File: src/rtl/sys_irq_ctrl.sv
// System register window (0x2020-0x2027): sys control, joystick port, prescaled countdown
// timer, audio-DMA flag, periodic NMI and IRQ/NMI outputs. Optional macro: SYS_IRQ_AUTORELOAD_EN.
module sys_irq_ctrl #(
    parameter logic [7:0]  PRESCALE_FAST   = 8'hFF,
    parameter logic [13:0] PRESCALE_SLOW   = 14'h3FFF,
    parameter int unsigned NMI_PERIOD_LOG2 = 16
) (
    input  logic       clk_sys,
    input  logic       reset,
    input  logic       cpu_ce,
    input  logic       cs,
    input  logic       we,
    input  logic [2:0] addr,
    input  logic [7:0] din,
    output logic [7:0] dout,
    input  logic [7:0] joystick,
    input  logic       adma_done,
    output logic [7:0] sys_ctl,
    output logic       irq,
    output logic       nmi
);

    logic [7:0]                 r_sys_ctl;
    logic [7:0]                 r_timer;
    logic [13:0]                r_presc;
    logic [1:0]                 r_status;
    logic [NMI_PERIOD_LOG2-1:0] r_nmi_cnt;
    logic [7:0]                 r_dout;
    logic                       r_irq;
    logic                       r_nmi;

    logic        w_wr;
    logic        w_rd;
    logic        w_tick;
    logic        w_expire;
    logic        w_wr_timer;
    logic [13:0] w_presc_reload;
    logic [7:0]  w_timer_nxt;
    logic [1:0]  w_status_set;
    logic [1:0]  w_status_clr;
    logic [7:0]  w_rdata;
    logic        w_nmi_wrap;

`ifdef SYS_IRQ_AUTORELOAD_EN
    logic [7:0] r_reload;
    logic       r_reload_pend;
`endif

    assign w_wr           = cs & we;
    assign w_rd           = cs & ~we;
    assign w_wr_timer     = w_wr & (addr == 3'd3);
    assign w_tick         = cpu_ce & (r_presc == '0);
    assign w_presc_reload = r_sys_ctl[4] ? PRESCALE_SLOW : {6'b0, PRESCALE_FAST};
    assign w_nmi_wrap     = cpu_ce & (&r_nmi_cnt);

    // CPU write beats both the pending reload and a same-edge tick.
    always_comb begin
        w_timer_nxt = r_timer;
        w_expire    = 1'b0;
        if (w_wr_timer) begin
            w_timer_nxt = din;
        end
`ifdef SYS_IRQ_AUTORELOAD_EN
        else if (r_reload_pend) begin
            w_timer_nxt = r_reload;
        end
`endif
        else if (w_tick && (r_timer != 8'd0)) begin
            w_timer_nxt = r_timer - 8'd1;
            w_expire    = (r_timer == 8'd1);
        end
    end

    always_comb begin
        w_status_set    = '0;
        w_status_clr    = '0;
        w_status_set[0] = w_expire | (w_wr_timer & (din == 8'd0));
        w_status_set[1] = adma_done;
        w_status_clr[0] = w_rd & (addr == 3'd4);
        w_status_clr[1] = w_rd & (addr == 3'd5);
    end

    always_comb begin
        w_rdata = 8'hFF;
        case (addr)
            3'd0:    w_rdata = ~joystick;
            3'd3:    w_rdata = r_timer;
            3'd4:    w_rdata = 8'h00;
            3'd5:    w_rdata = 8'h00;
            3'd6:    w_rdata = r_sys_ctl;
            3'd7:    w_rdata = {6'b0, r_status};
            default: w_rdata = 8'hFF;
        endcase
    end

    always_ff @(posedge clk_sys) begin
        if (reset) begin
            r_sys_ctl <= '0;
            r_timer   <= '0;
            r_presc   <= {6'b0, PRESCALE_FAST};
            r_status  <= '0;
            r_nmi_cnt <= '0;
            r_dout    <= '1;
            r_irq     <= 1'b0;
            r_nmi     <= 1'b0;
        end else begin
            if (w_wr && (addr == 3'd6)) begin
                r_sys_ctl <= din;
            end
            if (cpu_ce) begin
                r_presc   <= (r_presc != '0) ? (r_presc - 14'd1) : w_presc_reload;
                r_nmi_cnt <= r_nmi_cnt + 1'b1;
            end
            r_timer  <= w_timer_nxt;
            r_status <= w_status_set | (r_status & ~w_status_clr);
            if (w_rd) begin
                r_dout <= w_rdata;
            end
            r_irq <= (r_status[0] & r_sys_ctl[1]) | (r_status[1] & r_sys_ctl[2]);
            r_nmi <= w_nmi_wrap & r_sys_ctl[0];
        end
    end

`ifdef SYS_IRQ_AUTORELOAD_EN
    always_ff @(posedge clk_sys) begin
        if (reset) begin
            r_reload      <= '0;
            r_reload_pend <= 1'b0;
        end else begin
            if (w_wr_timer) begin
                r_reload <= din;
            end
            r_reload_pend <= w_expire & r_sys_ctl[7] & (r_reload != 8'd0);
        end
    end
`endif

    assign dout    = r_dout;
    assign sys_ctl = r_sys_ctl;
    assign irq     = r_irq;
    assign nmi     = r_nmi;

endmodule

File: config.mk
export PLATFORM = sky130hd
export DESIGN_NAME = sys_irq_ctrl
export DESIGN_NICKNAME = d
export VERILOG_FILES = /design/src/rtl/sys_irq_ctrl.sv
export SDC_FILE = /design/constraint.sdc
export NUM_CORES = 1
export LEC_CHECK = 0
export CELL_PAD_IN_SITES_DETAIL_PLACEMENT = 0
export CELL_PAD_IN_SITES_GLOBAL_PLACEMENT = 2
export CORE_MARGIN = 5
export CORE_UTILIZATION = 29
export CTS_CLUSTER_SIZE = 24
export DETAILED_ROUTE_END_ITERATION = 10
export GPL_TIMING_DRIVEN = 1
export PLACE_DENSITY = 0.79
export SYNTH_ARGS = -nofsm -noshare
export SYNTH_HDL_FRONTEND = slang
export SYNTH_SLANG_ARGS = --single-unit
File: constraint.sdc
create_clock -name clk_sys -period 2 [get_ports clk_sys]
set_input_delay 0.5 -clock clk_sys [delete_from_list [all_inputs] [get_ports clk_sys]]
set_output_delay 0.5 -clock clk_sys [all_outputs]
set_load 0.02 [all_outputs]
==> results.toml, run 1 <==
[placed_design]
place_area_mm2 = 0.003850
io_buffer_count = 42
gp_congestion = 0.8953
dp_cells = 552
dp_hpwl_mm = 6.545

[die]
rows = 36
die_width_um = 111.1
dieArea_mm2 = 0.01233
ios = 43
start_util_pct = 30.02
coreArea_mm2 = 0.009864
die-height_um = 111.1

[critical_path]
rr_worst_depth = 4
r2r-end = "r_timer[7]"
cp-startpoint = "cpu_ce"
crit_path_start_kind = "primary input"
r2r_setup_slack_ns = 0.07
crit_end = "r_timer[7]"
slowest_delay_ns = 0.52
worstPathArrival_ns = 2.23
r2r_start = "r_timer[2]"
cp_max_fo = 4
path_cells = "clkdlybuf4s50_1, nor3b_2, nand4_1, buf_4, or4b_1, nand3_1"
crit_slowest_cell = "or4b_1"
critPathRequiredTime_ns = 2.28
worstSetupPathType = "primary input to register"
worstSetupEndpointType = "register"

[yosys]
synth-async-reset-ratio_pct = 0
synth_nets = 377
yosysSeqAreaShare_pct = 39.21
yosysUniqueCellTypes = 53
synth_largest_area_cell = "dfxtp_1"
synth_top_area_share_pct = 39.21
synth_ff_type = "dfxtp_1"
synthesis.area_mm2 = 0.002962
synth_seq_cells = 58
synth_edf_count = 0
syn_area_per_cell_um2 = 8.560
synthTopCellsByCount = "dfxtp_1 (58), nand2_1 (40), nor2_1 (33), a21oi_1 (17), clkbuf_1 (13)"
synth.most_common_cell = "dfxtp_1"
synthTopCellsByArea = "dfxtp_1 (39%), nand2_1 (5.1%), nor2_1 (4.2%), mux2i_1 (4.1%), a21oi_1 (2.9%)"
synth_cells = 346
yosysWarningCount = 0

[clock_network]
cts.hold.buffers_added = 0
clkSlewWorstSetupHoldPaths_ns = 0.08
cts_tree = "built"
cts_buffers = 9
cts-root-buf = "clkbuf_8"
cts_num_sinks = 58
clock_latency_ns = 0.34
cts_max_level = 3
cts_buffer_depth = 2

[cells_and_area]
diodes = 0
synthToLayoutAreaGrowth_pct = 39.80
nFillCells = 972
fin_cells = 571
drive_above_1_share_pct = 19.18
design_area_mm2 = 0.004140
final_net_count = 464

[power]
irDropWorstVdd_mv = 0.3388
p_per_area_mw_per_mm2 = 698.8
power.leakage_uw = 0.001610

[grt]
grt_pass1_vias = 2868
track_usage_pct = 14.19
grt_pass1_wl_mm = 14.35
antenna_found_initial = 0
grt-ovfl-total = 0
grt_max_degree = 24

[timing]
min_period_over_period_pct = 97.28
slew_headroom_pct = 66.46
finalSetupViolCount = 0
tightest_slew_ns = 0.5012
final_hold_viol_count = 0
maxSlewViolCount = 0
period_needed_ns = 1.946
rsz0062_at_grt = "false"
max_freq_mhz = 514.0
finalClockSkew_ns = 0.01388

[detailed_routing]
wl_mm = 8.697
ant_nets = 0
drc_errors = 0
wl_per_cell_um = 15.23
drt_iter0_markers = 122
viasPerCell = 5.124
drt_first_pass_iters = 4
vias = 2926

[outcome]
outcome = "completed"

[job]
cap_viol_max_count = 0

[min_path]
hold_class = "register to register"
==> stage by stage <==
| stage | util, % | TNS (ns) | total power, µW | worst slack [ns] | hold slack [ns] |
|---|---|---|---|---|---|
| global placement | 39.03 | -5.081 | 1549 | -0.3273 | 0.4509 |
| global route | 41.97 | 0 | 3020 | 0.006056 | 0.4926 |
| CTS | 41.70 | 0 | 2933 | 0.04880 | 0.4733 |
| floorplan | - | 0 | 1380 | 0.005106 | 0.4333 |
| finish | 41.97 | 0 | 2893 | 0.05443 | 0.4619 |
| detailed placement | 39.03 | -6.181 | 1551 | -0.3513 | 0.4532 |
==> critical path, delay by kind of cell <==
kind | cells | cell delay [ns]
AND/OR/NAND/NOR | 4 | 1.02
buffers and inverters | 2 | 0.70
==> final cells by class <==
cell class | instances | area, µm² | area share [%]
Multi-Input combinational cell | 259 | 1712 | 41.34
Sequential cell | 58 | 1161 | 28.04
Timing Repair Buffer | 92 | 803.3 | 19.40
Tap cell | 133 | 166.4 | 4.019
Clock inverter | 7 | 125.1 | 3.022
Clock buffer | 9 | 123.9 | 2.992
Inverter | 13 | 48.80 | 1.179
==> per-layer routing <==
metal | global-route usage [%] | wire [µm]
met5 | 0 | 0
met4 | 5.028 | 138
met3 | 4.094 | 379
met2 | 23.34 | 3990
met1 | 17.73 | 4189
==> cells by family (layout without fill, tap and decap cells) <==
kind of cell / Yosys count / in the layout / share of synthesized area [%]
adders and majority gates: 6 / 6 / 2.535
and+or+nand+nor: 145 / 145 / 26.28
xor gates and xnor gates: 17 / 17 / 5.028
muxes: 16 / 16 / 5.577
buffers and inverters: 29 / 121 / 3.802
AOI/OAI and AO/OA: 75 / 75 / 17.58
DFF: 58 / 58 / 39.21
==> registers in the layout, indices dropped and copies added (netlist names) <==
signal and flops:
r_status 2, nmi 1, r_timer 8, r_presc 14
dout 8, irq 1, sys_ctl 8, r_nmi_cnt 16
==> power breakdown <==
part / internal [µW] / switching (µW) / total [µW]
Combinational: 163 / 169 / 332
Clock: 838 / 526 / 1360
Sequential: 1180 / 17.0 / 1200
==> what timing repair did <==
item	CTS	global route
buffers inserted	2	1
endpoints found under the setup margin	1	7
resized for setup	0	7
pin swaps	0	1
==> worst min path at each step <==
stage	to	depth (start not counted)	start
final	nmi	2	r_nmi_cnt[15]
after global routing	dout[0]	1	dout[0]
after CTS	dout[0]	1	dout[0]
after detailed placement	dout[0]	1	dout[0]
after global placement	dout[1]	1	dout[1]
after floorplan	nmi	2	r_nmi_cnt[15]
==> cell usage in the layout (no fill, tap or decap), drive strengths merged, types with 5 or more instances in the layout <==
cell / count
a211oi: 6
a21o: 5
a21oi: 17
and3: 8
buf: 51
clkbuf: 9
clkdlybuf4s50: 41
dfxtp: 58
ha: 6
inv: 13
mux2i: 12
nand2: 40
nand3: 8
nand4: 12
nor2: 33
nor4: 9
o211ai: 8
o21ai: 12
o221ai: 6
o311ai: 5
xnor2: 8
xor2: 9
Note: power is estimated with default switching activity, not from simulation.
==> inputs of run 2 (changes only) <==
CORE_UTILIZATION = 30   (was 29)
CTS_BUF_LIST = sky130_fd_sc_hd__clkbuf_4 sky130_fd_sc_hd__clkbuf_8   (was unset)
PLACE_DENSITY = unset   (was 0.79)
PLACE_DENSITY_LB_ADDON = 0.1   (was unset)
==> run 2 against run 1 <==
Effect of this change:
- cell count decreased by 1.1%
- maximum frequency grew 1.7%
- clock-buffer cell count is 1 higher
- core utilization shrank 0.072 points
- combinational power shrank 5%
- clock skew down 0.0083 ns
- total power down 4.1%
- sequential share of layout area grew 0.57 points
- first-iteration DRC count grew 24%
- register-to-register slack better by 0.03 ns
- highest routed layer unchanged
==> results.toml, run 2 (synthesis gave the netlist of run 1 again) <==
[critical_path]
r2r-end = "r_timer[7]"
crit_end = "r_timer[7]"
critPathRequiredTime_ns = 2.28
r2r_setup_slack_ns = 0.10
worstSetupEndpointType = "register"
worstSetupPathType = "primary input to register"
r2r_start = "r_timer[2]"
crit_path_start_kind = "primary input"
worstPathArrival_ns = 2.20
cp-startpoint = "cpu_ce"
cp_max_fo = 4
rr_worst_depth = 4

[cells_and_area]
diodes = 0
final_net_count = 458
fin_cells = 565
layout_commonest_cell = "dfxtp_1"
layout_common_cells = "dfxtp_1 (58), buf_4 (44), clkdlybuf4s50_1 (42)"
synthToLayoutAreaGrowth_pct = 37.01
regMostFlops = "r_nmi_cnt"
reg_top3 = "r_nmi_cnt: 16 flops, r_presc: 14 flops"
final_core_util_pct = 41.90
largest_reg_flops = 16
drive_above_1_share_pct = 17.36

[timing]
max_freq_mhz = 522.6
holdWs_ns = 0.4610
period_needed_ns = 1.913
tightest_slew_ns = 0.4009
finalClockSkew_ns = 0.005544
min_period_over_period_pct = 95.67
maxSlewViolCount = 0
slew_headroom_pct = 72.93
finalSetupViolCount = 0
final_hold_viol_count = 0
rsz0062_at_grt = "false"

[grt]
grt_max_degree = 18
grt_pass1_wl_mm = 13.84
grt_pass1_vias = 2731
grt-ovfl-total = 0
track_usage_pct = 15.05
antenna_found_initial = 0

[die]
ios = 43
rows = 36
die_width_um = 109.4
coreArea_mm2 = 0.009684
start_util_pct = 30.58
dieArea_mm2 = 0.01196
die-height_um = 109.4

[placed_design]
dp_cells = 549
dp_hpwl_mm = 6.322
io_buffer_count = 42
gp_congestion = 0.7874

[detailed_routing]
wl_mm = 8.332
wl_per_cell_um = 14.75
drt_iter0_markers = 151
drt_first_pass_iters = 7
drc_errors = 0
ant_nets = 0
viasPerCell = 4.988
vias = 2818

[clock_network]
cts_setup_buffers = 0
cts-root-buf = "clkbuf_8"
cts_buffer_depth = 2
clkSlewWorstSetupHoldPaths_ns = 0.07
cts_buffers = 9
cts_tree = "built"
cts_num_sinks = 58
cts.hold.buffers_added = 0
cts-resized-gates = 0
cts_max_level = 3
clock_latency_ns = 0.34

[power]
irDropWorstVdd_mv = 0.2706
p_per_area_mw_per_mm2 = 683.6
power.leakage_uw = 0.001567
total_power_uw = 2774

[job]
cap_viol_max_count = 0

[outcome]
outcome = "completed"

[min_path]
hold_class = "register to register"
## run 2: per-layer routing
metal / up-vias / GRT usage (%) / part of all wire (%)
li1: 1438 / - / -
met1: 1296 / 21.69 / 52
met2: 68 / 21.27 / 41
met3: 16 / 2.995 / 5.1
met4: 0 / 7.302 / 2.5
met5: - / 0 / 0
## run 2: worst min-delay path by stage
stage	end	cells past startpoint	start	slack, ns
2_1_floorplan	nmi	2	r_nmi_cnt[15]	0.43
3_3_place_gp	dout[1]	1	dout[1]	0.45
3_5_place_dp	dout[1]	1	dout[1]	0.45
4_1_cts	nmi	2	r_nmi_cnt[15]	0.46
5_1_grt	nmi	2	r_nmi_cnt[15]	0.50
6_report	nmi	2	r_nmi_cnt[15]	0.46
## run 2: power breakdown
group	internal, µW	switching (µW)	total, µW	leakage, µW
Sequential	1180	16.3	1200	0.000471
Combinational	155	162	317	0.000983
Clock	737	523	1260	0.000112
Total	2070	701	2770	0.00157
## run 2: area by class of cell
type / count / area, µm²
multi-input cells: 259 / 1703
flip-flops and latches: 58 / 1161
repair buffers: 86 / 750.7
clock buffers: 10 / 137.6
clock inverters: 6 / 90.09
fillers: 1001 / 5627
inverters: 13 / 48.80
well taps: 133 / 166.4
## run 2: through the flow
| step | setup TNS, ns | instance area (µm²) | worst slack [ns] |
|---|---|---|---|
| 6_report | 0 | 4058 | 0.08657 |
| 5_1_grt | 0 | 4058 | 0.01960 |
| 4_1_cts | 0 | 4048 | 0.06540 |
| 3_5_place_dp | -5.653 | 3820 | -0.3066 |
| 3_3_place_gp | -5.172 | 3820 | -0.2735 |
| 2_1_floorplan | 0 | 2967 | 0.005106 |
## run 2: worst max-delay path, stage by stage
cell             delay, ns
clkdlybuf4s50_1       0.50
nor3b_2               0.21
nand4_1               0.19
buf_4                 0.20
or4b_1                0.50
nand3_1               0.09
